--- config.mk ---
export PLATFORM = sky130hd
export DESIGN_NAME = serial_frame_rx
export DESIGN_NICKNAME = d
export VERILOG_FILES = /design/src/rtl/serial_frame_rx.sv
export SDC_FILE = /design/constraint.sdc
export NUM_CORES = 1
export LEC_CHECK = 0
export ABC_AREA = 1
export CORE_MARGIN = 10
export CORE_UTILIZATION = 55
export DETAILED_ROUTE_END_ITERATION = 8
export HOLD_SLACK_MARGIN = 0.08
export PLACE_DENSITY = 0.81
export SETUP_SLACK_MARGIN = 0.02
export SLEW_MARGIN = 10
export SYNTH_ARGS = -nofsm -noshare
export SYNTH_HDL_FRONTEND = slang
export SYNTH_SLANG_ARGS = --single-unit
--- constraint.sdc ---
create_clock -name clk -period 3.3 [get_ports clk]
set_input_delay 0.66 -clock clk [delete_from_list [all_inputs] [get_ports clk]]
set_output_delay 0.66 -clock clk [all_outputs]
set_load 0.02 [all_outputs]
--- src/rtl/serial_frame_rx.sv ---
// serial_frame_rx: receives start + DATA_W data bits (LSB first) [+ even parity] + stop
// from a pre-registered serial line and hands good frames to a one-entry holding buffer.
// Optional feature macro: SERIAL_FRAME_RX_PARITY_EN (adds the PARITY state, even parity).
// Ports:
//   clk        rising-edge clock, one serial bit sampled per edge
//   reset      asynchronous, active-high reset
//   din        serial input, idle level 1
//   rx_data    payload of the last accepted frame
//   rx_valid   rx_data holds an unconsumed frame
//   rx_ready   consumer accepts rx_data when rx_valid && rx_ready at an edge
//   frame_err  one-cycle pulse: frame discarded (bad stop or parity)
//   overrun    one-cycle pulse: good frame dropped, buffer full
//   busy       receiver is inside a frame (state other than IDLE)
module serial_frame_rx #(
  parameter int unsigned DATA_W = 8
) (
  input  logic              clk,
  input  logic              reset,
  input  logic              din,
  output logic [DATA_W-1:0] rx_data,
  output logic              rx_valid,
  input  logic              rx_ready,
  output logic              frame_err,
  output logic              overrun,
  output logic              busy
);

  localparam int unsigned CNT_W = (DATA_W > 1) ? $clog2(DATA_W) : 1;

`ifdef SERIAL_FRAME_RX_PARITY_EN
  typedef enum logic [1:0] {
    S_IDLE   = 2'd0,
    S_DATA   = 2'd1,
    S_PARITY = 2'd2,
    S_STOP   = 2'd3
  } state_t;
`else
  typedef enum logic [1:0] {
    S_IDLE = 2'd0,
    S_DATA = 2'd1,
    S_STOP = 2'd3
  } state_t;
`endif

  state_t             state;
  state_t             state_nxt;
  logic [CNT_W-1:0]   bit_cnt;
  logic [DATA_W-1:0]  shift_q;
  logic               wait_idle;
  logic               last_bit;
  logic               good_c;
  logic               bad_c;
  logic               load_c;
  logic               drop_c;
`ifdef SERIAL_FRAME_RX_PARITY_EN
  logic               par_ok;
`endif

  assign last_bit = (bit_cnt == CNT_W'(DATA_W - 1));

  // State register
  always_ff @(posedge clk or posedge reset) begin
    if (reset) state <= S_IDLE;
    else       state <= state_nxt;
  end

  // Next-state logic; a start bit is ignored until the line has returned high after a bad frame
  always_comb begin
    state_nxt = state;
    case (state)
      S_IDLE: if (!din && !wait_idle) state_nxt = S_DATA;
      S_DATA: if (last_bit) begin
`ifdef SERIAL_FRAME_RX_PARITY_EN
        state_nxt = S_PARITY;
`else
        state_nxt = S_STOP;
`endif
      end
`ifdef SERIAL_FRAME_RX_PARITY_EN
      S_PARITY: state_nxt = S_STOP;
`endif
      S_STOP:  state_nxt = S_IDLE;
      default: state_nxt = S_IDLE;
    endcase
  end

  // Frame verdict at the stop bit and holding-buffer decision
  always_comb begin
    good_c = 1'b0;
    bad_c  = 1'b0;
    if (state == S_STOP) begin
`ifdef SERIAL_FRAME_RX_PARITY_EN
      if (din && par_ok) good_c = 1'b1;
      else               bad_c  = 1'b1;
`else
      if (din) good_c = 1'b1;
      else     bad_c  = 1'b1;
`endif
    end
    // Buffer accepts when empty or being drained on this same edge
    load_c = good_c && (!rx_valid || rx_ready);
    drop_c = good_c && rx_valid && !rx_ready;
  end

  // Datapath, holding buffer and registered status outputs
  always_ff @(posedge clk or posedge reset) begin
    if (reset) begin
      bit_cnt   <= '0;
      shift_q   <= '0;
      wait_idle <= 1'b0;
      rx_data   <= '0;
      rx_valid  <= 1'b0;
      frame_err <= 1'b0;
      overrun   <= 1'b0;
      busy      <= 1'b0;
`ifdef SERIAL_FRAME_RX_PARITY_EN
      par_ok    <= 1'b0;
`endif
    end else begin
      frame_err <= bad_c;
      overrun   <= drop_c;
      busy      <= (state_nxt != S_IDLE);

      if (state == S_IDLE) begin
        bit_cnt <= '0;
      end else if (state == S_DATA) begin
        bit_cnt <= bit_cnt + CNT_W'(1);
        // Shift right so the first data bit ends up in bit 0
        shift_q <= {din, shift_q[DATA_W-1:1]};
      end

`ifdef SERIAL_FRAME_RX_PARITY_EN
      if (state == S_PARITY) par_ok <= ~((^shift_q) ^ din);
`endif

      if (bad_c)                        wait_idle <= 1'b1;
      else if (state == S_IDLE && din) wait_idle <= 1'b0;

      if (load_c) begin
        rx_data  <= shift_q;
        rx_valid <= 1'b1;
      end else if (rx_valid && rx_ready) begin
        rx_valid <= 1'b0;
      end
    end
  end

endmodule

==> results.sh <==
export IMPL_vias=762
export IMPL_place_inst=146
export IMPL_max_cap_violations=0
export IMPL_muxShareOfSynthArea_pct=0
export IMPL_nets=132
export IMPL_crit_path_end_kind="primary output"
export IMPL_drt_wl_total_um=1850
export IMPL_cts_buffers=3
export IMPL_max_freq_mhz=504
export IMPL_syn2layout_area_growth_pct=19.6
export IMPL_wire_per_inst_um=12.3
export IMPL_gp_congestion=0.787
export IMPL_rr_startpoint="state[1]$_DFF_PP0_"
export IMPL_cts_tree="done"
export IMPL_status="completed"
export IMPL_finalCritPeriodShare_pct=60.1
export IMPL_grt_pass1_vias=707
export IMPL_synth_xor_xnor_area_share_pct=0
export IMPL_viasPerCell=5.08
export IMPL_antennaDiodeCount=0
export IMPL_cp_num_buf_inv=1
export IMPL_cts_path_max_buffers=2
export IMPL_cts_root_buf="clkbuf_4"
export IMPL_hold_viol_final=0
export IMPL_clk_latency_ps=320
export IMPL_most_common_layout_cells="42 x nand2_1, 26 x dfrtp_1, 18 x nand3_1, 15 x clkdlybuf4s50_1, 7 x inv_1"
export IMPL_pin_count=16
export IMPL_cp_slowest_cell="clkdlybuf4s50_1"
export IMPL_cp_endpoint="rx_data[5]"
export IMPL_crit_chain="clkdlybuf4s50_1"
export IMPL_clock_sinks=26
export IMPL_ir_worst_vdd_uv=502
export IMPL_critPathMaxStageDelay_ps=620
export IMPL_leakage_nw=0.649
export IMPL_worst_ep_arrival_time_ps=1320
export IMPL_worst_pin_slew_ps=913
export IMPL_final_layout_size_suffix_gt1_share_pct=6.40
export IMPL_finalSetupTns_ps=0
export IMPL_postPlaceCellArea_um2=1200
export IMPL_synth_compound_area_share_pct=2.39
export IMPL_detail_route_iter0_violations=32
export IMPL_whs_ps=485
export IMPL_max_slew_margin_rel_pct=39.1
export IMPL_critPathTopFamily="buffers and inverters"
export IMPL_synth_top_family_by_area="simple AND/OR/NAND/NOR gates"
export IMPL_synth_top_cell_area_share_pct=62.1
export IMPL_synth_adder_area_share_pct=2.39
export IMPL_worst_slack_ps=1320
export IMPL_grt_max_degree=27
export IMPL_startpoint="rx_data[5]$_DFFE_PP0P_"
export IMPL_stdcell_count=150
export IMPL_fin_skew_ps=0.695
export IMPL_drv_slew=0
export IMPL_cp_max_fo=2
export IMPL_route_detailed_drc=0
export IMPL_h_tree_depth=1
export IMPL_rows=15
export IMPL_final_util_pct=71.1
export IMPL_total_power_mw=1.25
export IMPL_r2r_end="bit_cnt[0]$_DFFE_PP0P_"
export IMPL_fin_crit_ps=1980
export IMPL_syn_num_nets=116
export IMPL_final_common_cell="nand2_1"
export IMPL_overflow=0
export IMPL_grt_first_pass_wirelength_um=3230
export IMPL_io_buffers=15
export IMPL_grtUsageTotal_pct=9.83
export IMPL_die_height_um=63.7
export IMPL_hpwl_um=1360
export IMPL_synth_avg_cell_area_um2=9.53
export IMPL_synthCells=110
export IMPL_hold_class="flip-flop to flip-flop"
export IMPL_core_region_area_um2=1760
export IMPL_yosys_warnings=0
export IMPL_synth_simple_gate_area_share_pct=27.6
export IMPL_seq_area_frac_synth_pct=62.1
export IMPL_cts_repair_resized=0
export IMPL_finalSetupViolations=0
export IMPL_synth_area_leaders="dfrtp_1 62%, nand2_1 15%, nand3_1 8.6%, inv_1 2.5%, ha_1 2.4%"
export IMPL_yosysTopAreaCell="dfrtp_1"
export IMPL_r2r_slack_ps=1980
export IMPL_start_kind="flip-flop"
export IMPL_cts_clk_slew_worst_paths_ps=140
export IMPL_path_depth=1
export IMPL_antenna_found_initial=0
export IMPL_die_width_um=63.7
export IMPL_syn_area_um2=1050
export IMPL_dr_pass1_iters=4
export IMPL_ys_ff_latch=26
export IMPL_start_util_pct=59.4
export IMPL_ys_types=16
export IMPL_worst_setup_path_type="flip-flop to primary output"
export IMPL_fin_area_um2=1250
export IMPL_cp_data_required_time_ps=2640
export IMPL_ctsHoldBuffers=0
export IMPL_reg2regPathDepth=3
export IMPL_die_area_um2=4050
export IMPL_powerDensity_nw_per_um2=996
export IMPL_post_cts_setup_buffer_count=0
export IMPL_drt_antenna_violating_nets=0
export IMPL_place_ws_ps=1390
export IMPL_rsz0062_at_grt="false"
-- report_power, final --
group          switching, mW  total [mW]  internal (mW)
registers              0.114       0.573          0.459
logic                  0.260       0.459          0.200
clock network         0.0931       0.216          0.123
total                  0.467        1.25          0.782
-- sequential cells by signal (all words and copies together), names as in the netlist --
signal     flops
state          2
wait_idle      1
frame_err      1
shift_q        8
overrun        1
bit_cnt        3
busy           1
rx_data        8
rx_valid       1
-- cells in the mapped netlist --
cell / n
nand2_1: 42
dfrtp_1: 26
nand3_1: 18
inv_1: 7
buf_2: 2
ha_1: 2
nor2_1: 2
o21ai_0: 2
o31ai_1: 2
buf_4: 1
buf_6: 1
inv_2: 1
nand2_2: 1
nand2_4: 1
nor2_4: 1
nor3_1: 1
-- cell type report --
cell class / instances / area (um^2)
well taps: 25 / 31.3
inverters: 8 / 30.0
clock buffers: 3 / 22.5
clock inverters: 1 / 30.0
repair buffers: 15 / 150
fillers: 142 / 510
multi-input cells: 72 / 339
flip-flops and latches: 26 / 651
-- layer usage --
layer | global-route usage (%) | part of all wire, % | vias to the layer above
li1 | - | - | 379
met1 | 11.1 | 45 | 363
met2 | 15.8 | 48 | 16
met3 | 3.00 | 4.8 | 4
met4 | 6.01 | 2.2 | 0
met5 | 0 | 0 | -
-- kinds of logic after synthesis --
| kind of cell | count (synthesis) |
|---|---|
| simple gates | 66 |
| flops | 26 |
| buf+inv | 12 |
| compound gates | 4 |
| fa+ha+maj | 2 |
-- worst min-delay path by stage --
| stage | from | endpoint | slack, ps | cells past startpoint |
|---|---|---|---|---|
| finish | rx_data[3]$_DFFE_PP0P_ | rx_data[3]$_DFFE_PP0P_ | 490 | 2 |
| global route | wait_idle$_DFFE_PP0P_ | busy$_DFF_PP0_ | 520 | 1 |
| CTS | rx_data[6]$_DFFE_PP0P_ | rx_data[6]$_DFFE_PP0P_ | 490 | 2 |
| detailed placement | rx_data[6]$_DFFE_PP0P_ | rx_data[6]$_DFFE_PP0P_ | 460 | 2 |
| global placement | rx_data[6]$_DFFE_PP0P_ | rx_data[6]$_DFFE_PP0P_ | 460 | 2 |
| floorplan | shift_q[0]$_DFFE_PP0P_ | shift_q[0]$_DFFE_PP0P_ | 440 | 2 |
Power figures use the tool's default switching activity.
